`config.mk`:
```
export PLATFORM = sky130hd
export DESIGN_NAME = lab5_mmio_responder
export DESIGN_NICKNAME = d
export VERILOG_FILES = /design/src/rtl/lab5_mmio_responder.sv
export SDC_FILE = /design/constraint.sdc
export NUM_CORES = 1
export LEC_CHECK = 0
export BUFFER_PORTS_ARGS = -buffer_cell sky130_fd_sc_hd__buf_2
export CAP_MARGIN = 40
export CORE_MARGIN = 2
export CORE_UTILIZATION = 59
export DETAILED_ROUTE_END_ITERATION = 7
export PLACE_DENSITY_LB_ADDON = 0.08
export SLEW_MARGIN = 25
export SYNTH_ARGS = -nofsm -noshare
export SYNTH_HDL_FRONTEND = slang
export SYNTH_SLANG_ARGS = --single-unit
```
`constraint.sdc`:
```
create_clock -name CLK -period 5.2 [get_ports CLK]
set_input_delay 0 -clock CLK [delete_from_list [all_inputs] [get_ports CLK]]
set_output_delay 0 -clock CLK [all_outputs]
set_load 0.02 [all_outputs]
```
`src/rtl/lab5_mmio_responder.sv`:
```
// lab5_mmio_responder: byte-wide MMIO window at the top of the data space.
// Debounced input with rise counter, switch status, LED and display registers.
`default_nettype none

module lab5_mmio_responder #(
  parameter int          DB_CYCLES = 16,
  parameter logic [7:0]  IO_BASE   = 8'hF8
) (
  input  logic       CLK,
  input  logic       RESET,
  input  logic [7:0] ADDR,
  input  logic [7:0] WDATA,
  input  logic       WE,
  input  logic       RE,
  output logic [7:0] RDATA,
  output logic       HIT,
  input  logic       RAW_IN,
  input  logic [6:0] SW,
  output logic [7:0] LED_A,
  output logic [7:0] LED_B,
  output logic [7:0] DISP_CTL,
  output logic [7:0] DISP_HI,
  output logic [7:0] DISP_LO
);

  localparam logic [15:0] DB_LAST = 16'(DB_CYCLES - 1);

  localparam logic [2:0] OFF_EVT  = 3'd0;
  localparam logic [2:0] OFF_STAT = 3'd1;
  localparam logic [2:0] OFF_LEDA = 3'd2;
  localparam logic [2:0] OFF_LEDB = 3'd3;
  localparam logic [2:0] OFF_CTL  = 3'd5;
  localparam logic [2:0] OFF_HI   = 3'd6;
  localparam logic [2:0] OFF_LO   = 3'd7;

  logic [2:0]  offset;
  logic        in_meta, in_s;
  logic [6:0]  sw_meta, sw_s;
  logic        in_db;
  logic [15:0] db_cnt;
  logic [7:0]  evt_cnt;
  logic        db_fire;
  logic        rise;
  logic        evt_clear;
  logic        wr_en;

  assign HIT       = (ADDR[7:3] == IO_BASE[7:3]);
  assign offset    = ADDR[2:0];
  assign wr_en     = WE && HIT;
  assign evt_clear = RE && HIT && (offset == OFF_EVT);

  // The debounced level flips when the synchronized input has disagreed for DB_CYCLES edges.
  assign db_fire = (in_s != in_db) && (db_cnt == DB_LAST);
  assign rise    = db_fire && in_s;

  always_ff @(posedge CLK or posedge RESET) begin
    if (RESET) begin
      in_meta <= 1'b0;
      in_s    <= 1'b0;
      sw_meta <= 7'd0;
      sw_s    <= 7'd0;
    end else begin
      in_meta <= RAW_IN;
      in_s    <= in_meta;
      sw_meta <= SW;
      sw_s    <= sw_meta;
    end
  end

  always_ff @(posedge CLK or posedge RESET) begin
    if (RESET) begin
      in_db  <= 1'b0;
      db_cnt <= 16'd0;
    end else if (in_s == in_db) begin
      db_cnt <= 16'd0;
    end else if (db_fire) begin
      in_db  <= in_s;
      db_cnt <= 16'd0;
    end else begin
      db_cnt <= db_cnt + 16'd1;
    end
  end

  // A clearing read that coincides with a rise leaves exactly that one rise counted.
  always_ff @(posedge CLK or posedge RESET) begin
    if (RESET) begin
      evt_cnt <= 8'd0;
    end else if (evt_clear) begin
      evt_cnt <= {7'd0, rise};
    end else if (rise && (evt_cnt != 8'hFF)) begin
      evt_cnt <= evt_cnt + 8'd1;
    end
  end

  always_ff @(posedge CLK or posedge RESET) begin
    if (RESET) begin
      LED_A    <= 8'd0;
      LED_B    <= 8'd0;
      DISP_CTL <= 8'd0;
      DISP_HI  <= 8'd0;
      DISP_LO  <= 8'd0;
    end else if (wr_en) begin
      case (offset)
        OFF_LEDA: LED_A    <= WDATA;
        OFF_LEDB: LED_B    <= WDATA;
        OFF_CTL:  DISP_CTL <= WDATA;
        OFF_HI:   DISP_HI  <= WDATA;
        OFF_LO:   DISP_LO  <= WDATA;
        default:  ;
      endcase
    end
  end

  always_comb begin
    RDATA = 8'd0;
    if (RE && HIT) begin
      case (offset)
        OFF_EVT:  RDATA = evt_cnt;
        OFF_STAT: RDATA = {sw_s, in_db};
        OFF_LEDA: RDATA = LED_A;
        OFF_LEDB: RDATA = LED_B;
        OFF_CTL:  RDATA = DISP_CTL;
        OFF_HI:   RDATA = DISP_HI;
        OFF_LO:   RDATA = DISP_LO;
        default:  RDATA = 8'd0;
      endcase
    end
  end

endmodule

`default_nettype wire

```
Word-level counts from Yosys, hierarchy flattened
Cells that the tools add are included.
{ "classes": {"n_eq_ne": 11, "n_mux": 6, "addsub": 2, "bitwise": 1, "reduce_logical": 14} }
{ "ops": {"columns": ["cell", "count"], "rows": [
  ["$pmux W8 S7", 1],
  ["$mux W16", 2],
  ["$mux W8", 3],
  ["$add A16 B1 Y16 const B", 1],
  ["$eq A16 B4 Y1 const B", 1],
  ["$reduce_and A2 Y1", 6],
  ["$eq A3 B3 Y1 const B", 3],
  ["$add A8 B1 Y8 const B", 1],
  ["$ne A8 B8 Y1 const B", 1],
  ["$eq A3 B2 Y1 const B", 2],
  ["$logic_and A1 B1 Y1", 6],
  ["$eq A5 B5 Y1 const B", 1],
  ["$eq A3 B1 Y1 const B", 1],
  ["$logic_not A3 Y1", 1],
  ["$reduce_bool A2 Y1", 1],
  ["$eq A1 B1 Y1", 1],
  ["$ne A1 B1 Y1", 1],
  ["$not A1 Y1", 1]
]} }
{ "word_totals": {"input_bits": 28, "register_bits": 81, "output_inout_bits": 49, "word_cells": 46} }

Longest topological paths before layout
Gate-level depths: netlist of run 1.
{ "depth": {"word_depth": 6, "mapped_depth": 6, "ltp_nobuf": 5} }

Least setup slack after synthesis of run 1
No wires, ideal clock.
{ "synth_timing": {"path_kind": "reg2reg", "start": "register db_cnt[0]", "end": "register in_db", "t_arrival_ns": 1.576, "t_required_ns": 5.072, "synth_period_minus_slack_ns": 1.703, "path_buffers": 1, "path_slack_ns": 3.497, "setup_ns": 0.128, "stages_incl_launch_ff": 6, "cell_sequence": "dfrtp_1 ha_1 and3_1 nand4_4 clkbuf_1 mux2_1"} }
{ "synth_between": {"elab_chain_len": 3} }
{ "synth_lines": {"columns": ["item", "line_no", "rtl"], "rows": [
  ["from (decl)", "40", "logic [15:0] db_cnt;"],
  ["from (signal assigned)", "80", "db_cnt <= db_cnt + 16'd1;"],
  ["$eq A16 B4 Y1", "53", "assign db_fire = (in_s != in_db) && (db_cnt == DB_LAST);"],
  ["$logic_and A1 B1 Y1", "53", null],
  ["$reduce_and A2 Y1 (no line)", null, null],
  ["to (signal assigned)", "77", "in_db <= in_s;"],
  ["to (decl)", "39", "logic in_db;"]
]} }
Every way passes these cells.
A chain may end at the register's enable or synchronous reset.

Worst setup path after layout of run 1
{ "layout_timing": {"start": "register db_cnt[0]", "end": "register evt_cnt[5]"} }
{ "layout_between": {"elab_chain_len": 5} }
{ "layout_lines": {"columns": ["item", "line_no", "rtl"], "rows": [
  ["$eq A16 B4 Y1", "53", null],
  ["$logic_and A1 B1 Y1", "53", null],
  ["$logic_and A1 B1 Y1", "54", "assign rise = db_fire && in_s;"],
  ["$logic_and A1 B1 Y1", "90", "end else if (rise && (evt_cnt != 8'hFF)) begin"],
  ["$reduce_bool A2 Y1 (no line)", null, null],
  ["to (signal assigned)", "89", "evt_cnt <= {7'd0, rise};"],
  ["to (signal assigned)", "91", "evt_cnt <= evt_cnt + 8'd1;"],
  ["to (decl)", "41", "logic [7:0] evt_cnt;"]
]} }
Every way passes these cells.

==> results.json, run 1 <==
{
  "status": "finished, final reports clean",
  "drive_gt1_share_pct": 26.8,
  "worst_setup_path_start_kind": "flop",
  "final_max_slew_viol_count": 0,
  "io_buffers": 76,
  "syn_inst": 311,
  "synth_top_flop_cell": "dfrtp_1",
  "placed_cells": 452,
  "core-area_sq_um": 6310,
  "clk_pin_slew_ns": 0.09,
  "endpoint_kind": "flop",
  "post_dp_cell_area_sq_um": 4270,
  "firstDrtPassIters": 4,
  "synth_common_cells": "dfrtp_1, mux2_1, nor2_1, nand2_1",
  "holdPathStages": 3,
  "post_cts_buffers": 0,
  "syn-cell-area_sq_um": 3820,
  "cts_tree": "built",
  "dieWidth_microns": 84.5,
  "rrSetupSlack_ns": 3.28,
  "fin_cells": 487,
  "ys_warn_count": 0,
  "grt_max_degree": 48,
  "ir_drop_v": 0.000272,
  "yosys-top-cells-area": "dfrtp_1, mux2_1, mux4_2, nor4_4, nor2b_1",
  "drc": 0,
  "hold_path_class": "input pin to flop",
  "hold_viol_final": 0,
  "yosys.area.top_type_share_pct": 53.0,
  "ys_types": 49,
  "final_util_pct": 74.2,
  "crit_fanout": 19,
  "rsz0062_at_grt": "false",
  "avgSynthCellArea_sq_um": 12.3,
  "powerDensity_nw_per_um2": 288,
  "clkLatencyLatePin_ns": 0.36,
  "fp-row-count": 29,
  "syn_nets": 341,
  "hpwl_microns": 5910,
  "final_cell_area_sq_um": 4680,
  "yosysMostFrequentCell": "dfrtp_1",
  "cts_sinks": 81,
  "num_antenna_cells": 0,
  "yosysSeqAreaShare_pct": 53.0,
  "clock_path_buffers": 2,
  "grt_overflow": 0,
  "cp_data_arrival_time_ns": 2.20,
  "grt_pass1_wl_microns": 14400,
  "ys_seq_elements": 81,
  "via_per_inst": 5.91,
  "reg2reg_to": "evt_cnt[5]",
  "antenna_found_initial": 0,
  "first_iter_violations": 135,
  "track_usage_pct": 26.0,
  "setup_tns_ns": 0,
  "grt_pass1_vias": 2901,
  "initial_utilization_pct": 60.6,
  "tightest_slew_ns": 0.695,
  "max_cap_viol_count": 0,
  "synth_edf_count": 0,
  "fin_skew_ns": 0.00783,
  "leakagePower_uw": 0.00233,
  "max_freq_mhz": 521,
  "relSlewSlack_pct": 53.6,
  "cts_buffers": 9,
  "crit_type": "flop to flop",
  "period_needed_ns": 1.92,
  "dieArea_sq_um": 7140,
  "async_flop_share_pct": 100,
  "num_io_pins": 77,
  "rr_worst_depth": 5,
  "root_buffer": "clkbuf_8",
  "wire_per_inst_microns": 18.0,
  "whs_ns": 0.0783,
  "whs_endpoint": "evt_cnt[4]",
  "gp_congestion": 0.783,
  "setup_viol": 0,
  "die_y_microns": 84.5,
  "htree_num_levels": 3,
  "hold_path.startpoint": "ADDR[3]",
  "cts_resized": 0,
  "synthToLayoutAreaGrowth_pct": 22.4,
  "num_vias": 2877,
  "nets": 435,
  "required_ns": 5.48,
  "period_share_pct": 36.9,
  "rr_startpoint": "db_cnt[0]",
  "wirelength_microns": 8750,
  "synth_top_cell_by_area": "dfrtp_1",
  "ant_nets": 0
}
==> worst max path at each step <==
stage                          from          end
final                     db_cnt[0]   evt_cnt[5]
after CTS                 db_cnt[0]   evt_cnt[5]
after floorplan               RESET  DISP_CTL[0]
after detailed placement    ADDR[2]  DISP_CTL[1]
after global placement      ADDR[2]  DISP_CTL[5]
after global routing      db_cnt[0]   evt_cnt[5]
==> layout by cell type (no fill, tap or decap), types with 6 or more instances in the layout <==
cell	instances
a21oi_1	12
buf_2	78
clkbuf_8	9
dfrtp_1	81
dlygate4sd3_1	17
mux2_1	46
nand2_1	13
nand3_1	12
nor2_1	16
nor2b_1	10
nor3_1	6
or4_1	6
xor2_1	7
==> through the flow <==
stage / setup WS (ns) / power, uW
final: 3.28 / 1350
after floorplan: 3.12 / 760
after detailed placement: 3.24 / 810
after global routing: 3.12 / 1400
after global placement: 3.29 / 805
after CTS: 3.29 / 1360
==> registers in the layout, indices dropped and copies added, names as in the netlist, 7 cells and up <==
register	count
DISP_CTL	8
sw_meta	7
LED_A	8
DISP_HI	8
DISP_LO	8
db_cnt	16
sw_s	7
evt_cnt	8
LED_B	8
==> area by class of cell <==
type,count,area (sq um)
flip-flops and latches,81,2030
multi-input cells,210,1710
fillers,443,1630
repair buffers,97,588
clock buffers,9,124
clock inverters,7,109
well taps,77,96.3
inverters,6,23.8
==> power by group <==
part | internal, uW | switching (uW)
Combinational | 55.4 | 75.7
Clock | 281 | 257
Sequential | 655 | 21.9
Total | 992 | 354
==> layer usage <==
layer	global-route usage, %	vias up	wire length (microns)
li1	-	1333	-
met1	34.4	1455	3760
met2	43.5	83	4510
met3	7.77	6	430
met4	4.62	0	36
met5	0	-	0
==> repair_timing <==
action                                  CTS  global route
endpoints found under the setup margin    0             0
hold buffers                             17             0
endpoints found under the hold margin    94             0
==> logic make-up (layout without fill, tap and decap cells) <==
kind of cell | after synthesis | after routing | synth area share (%)
compound gates | 43 | 43 | 7.85
flops | 81 | 81 | 53.0
buf+inv | 20 | 119 | 2.16
fa+ha+maj | 2 | 2 | 0.654
simple gates | 97 | 97 | 15.8
mux | 56 | 56 | 17.8
xor+xnor | 12 | 12 | 2.75
==> worst max-delay path: stages (launching register included) <==
cell	delay (ns)
dfrtp_1	0.38
ha_1	0.20
and3_1	0.25
nand4_4	0.27
or4_1	0.57
a21oi_1	0.16
Power figures use the tool's default switching activity.
==> run 2, diff against run 1 <==
--- a/config.mk
+++ b/config.mk
@@ -5,10 +5,11 @@
 export SDC_FILE = /design/constraint.sdc
 export NUM_CORES = 1
 export LEC_CHECK = 0
+export ABC_AREA = 1
 export BUFFER_PORTS_ARGS = -buffer_cell sky130_fd_sc_hd__buf_2
 export CAP_MARGIN = 40
 export CORE_MARGIN = 2
-export CORE_UTILIZATION = 59
+export CORE_UTILIZATION = 55
 export DETAILED_ROUTE_END_ITERATION = 7
 export PLACE_DENSITY_LB_ADDON = 0.08
 export SLEW_MARGIN = 25
==> constraint.sdc (replaced) <==
create_clock -name CLK -period 1.9 [get_ports CLK]
set_input_delay 0 -clock CLK [delete_from_list [all_inputs] [get_ports CLK]]
set_output_delay 0 -clock CLK [all_outputs]
set_load 0.02 [all_outputs]
==> run 2 against run 1 <==
  * Setup slack lost 3.0 ns
  * Cell count is 38% higher
  * Clock skew rose by 0.0035 ns
  * Sequential cell count unchanged
  * Critical endpoint is now evt_cnt[7]
  * Highest routed layer unchanged
==> results.json, run 2 <==
{
  "track_usage_pct": 25.7,
  "synth_top_cell_by_area": "dfrtp_1",
  "period_share_pct": 86.0,
  "max_freq_mhz": 612,
  "switchingPower_uw": 1000,
  "synthToLayoutAreaGrowth_pct": 21.4,
  "relSlewSlack_pct": 75.0,
  "grt_max_degree": 58,
  "clkLatencyLatePin_ns": 0.35,
  "core-area_sq_um": 6870,
  "grt_util_met3_pct": 6.44,
  "cp_slowest_cell": "dfrtp_1",
  "num_io_pins": 77,
  "leakagePower_uw": 0.00241,
  "dieWidth_microns": 88.7,
  "worst_setup_path_start_kind": "flop",
  "gp_congestion": 0.900,
  "wirelength_microns": 9550,
  "status": "finished, final reports clean",
  "cts_sinks": 81,
  "fin_cells": 671,
  "setup_viol": 0,
  "num_antenna_cells": 0,
  "crit_type": "flop to flop",
  "wire_per_inst_microns": 14.2,
  "final_common_cell": "nand2_1",
  "final_max_slew_viol_count": 0,
  "whs_ns": 0.132,
  "met2_usage_pct": 38.7,
  "cts_tree": "built",
  "die_y_microns": 88.7,
  "cts_buffers": 9,
  "endpoint_kind": "flop",
  "yosys.area.top_type_share_pct": 51.4,
  "cp_data_arrival_time_ns": 1.92,
  "drc": 0,
  "via_per_inst": 5.21,
  "layout_common_cells": "nand2_1, dfrtp_1, buf_2, inv_1, nor2_1",
  "max_cap_viol_count": 0,
  "syn_inst": 474,
  "grt_pass1_vias": 3233,
  "post_cts_buffers": 0,
  "first_iter_violations": 201,
  "drive_gt1_share_pct": 21.4,
  "fp-row-count": 30,
  "firstDrtPassIters": 6,
  "largest_reg_flops": 16,
  "fill_cells": 596,
  "ant_nets": 0,
  "multi_input_area_sq_um": 1580,
  "p_seq_share_pct": 51.0,
  "switching_share_pct": 27.4,
  "critPathLaunch": "evt_cnt[1]",
  "hold_viol_final": 0,
  "synth_edf_count": 0,
  "syn-cell-area_sq_um": 3950,
  "path_buf_inv": 0,
  "io_buffers": 76,
  "yosys-top-cells-area": "dfrtp_1, nand2_1, inv_1, o21ai_0, nor2_1",
  "antenna_found_initial": 0,
  "root_buffer": "clkbuf_8",
  "rr_startpoint": "evt_cnt[1]",
  "ir_drop_v": 0.000577,
  "hold_path_class": "input pin to flop",
  "use_met1_pct": 37.6,
  "top_register": "db_cnt",
  "hpwl_microns": 6840,
  "fin_skew_ns": 0.0113,
  "grt_pass1_wl_microns": 15300,
  "p_clk_share_pct": 36.7,
  "power_frac_comb_pct": 12.3,
  "htree_num_levels": 3,
  "regArea_sq_um": 2030,
  "top_usage_layer": "met2",
  "powerDensity_nw_per_um2": 762,
  "ys_seq_elements": 81,
  "clock_path_buffers": 2,
  "rsz0062_at_grt": "false",
  "period_needed_ns": 1.63,
  "nets": 600,
  "async_flop_share_pct": 100,
  "ys_warn_count": 0,
  "setup_tns_ns": 0,
  "ys_types": 31,
  "initial_utilization_pct": 57.4,
  "dieArea_sq_um": 7870,
  "required_ns": 2.18,
  "total_power_uw": 3650,
  "path_cells": "ha_1 -> nand2_1 -> nor2_1 -> nand4_1 -> nand3_2 -> nand3_1 -> nand2_1",
  "tightest_slew_ns": 0.373,
  "grt_overflow": 0,
  "num_vias": 3499,
  "syn_nets": 504,
  "hold_path.startpoint": "RE",
  "yosysSeqAreaShare_pct": 51.4,
  "placed_cells": 638,
  "yosysMostFrequentCell": "nand2_1",
  "synth_common_cells": "nand2_1, dfrtp_1, inv_1, nor2_1, o21ai_0",
  "synth_top_flop_cell": "dfrtp_1",
  "path_delay_family": "simple AND/OR/NAND/NOR gates",
  "intPower_uw": 2650,
  "timing.critical_path.mode_cell": "nand2_1",
  "clk_pin_slew_ns": 0.08,
  "cpPeakStageDelay_ns": 0.41,
  "avgSynthCellArea_sq_um": 8.33,
  "crit_fanout": 6
}
-- run 2: through the flow --
stage                     util [%]  instance area, sq um  setup WS, ns
final                         69.7                  4790         0.267
after global routing          69.7                  4790         0.123
after CTS                     69.7                  4790         0.276
after global placement        64.1                  4410         0.368
after detailed placement      64.1                  4410         0.332
after floorplan                  -                  3950         0.518
-- run 2: routing by layer --
| layer | up-vias | part of all wire, % |
|---|---|---|
| met3 | 9 | 6.6 |
| met4 | 0 | 1.2 |
| met5 | - | 0 |
| li1 | 1702 | - |
| met1 | 1661 | 47 |
| met2 | 127 | 45 |
-- run 2: layout make-up --
type / count / share of cell area, %
clock buffers: 11 / 3.16
clock inverters: 5 / 1.31
inverters: 71 / 5.64
multi-input cells: 312 / 33.0
flip-flops and latches: 81 / 42.3
well taps: 96 / 2.51
repair buffers: 95 / 12.1
-- run 2: tightest hold or removal path, cell delays in order --
cell     delay (ns)
buf_2          0.12
nand3_4        0.17
nand3_1        0.09
nand2_1        0.06
-- run 2: worst paths after layout --
kind / to / slack (ns) / depth (start not counted)
worst max-delay path: evt_cnt[7] / 0.27 / 7
worst min-delay path: evt_cnt[4] / 0.13 / 4
worst max register to register: evt_cnt[7] / 0.27 / 7
worst min register to register: sw_s[1] / 0.35 / 0
max in group asynchronous: db_cnt[8] / 1.35 / 4
min in group asynchronous: LED_B[6] / 0.29 / 4
-- run 2: power by group through the flow --
stage                     clock network (uW)  logic, uW  registers [uW]
after global placement                     0        415            1890
after detailed placement                   0        421            1890
after floorplan                            0        168            1970
after global routing                    1440        497            1870
final                                   1340        448            1860
after CTS                               1360        449            1860
-- run 2: timing repair --
action / in CTS / in global routing
gates resized for setup: 0 / 0
hold endpoints to repair: 129 / 0
hold buffers: 17 / 0
-- run 2: cells by family after synthesis --
family	after synthesis	synth area share [%]
xor gates and xnor gates	9	2.19
and+or+nand+nor	220	26.1
AOI/OAI and AO/OA	81	11.1
DFF	81	51.4
buffers and inverters	81	8.59
adders and majority gates	2	0.634
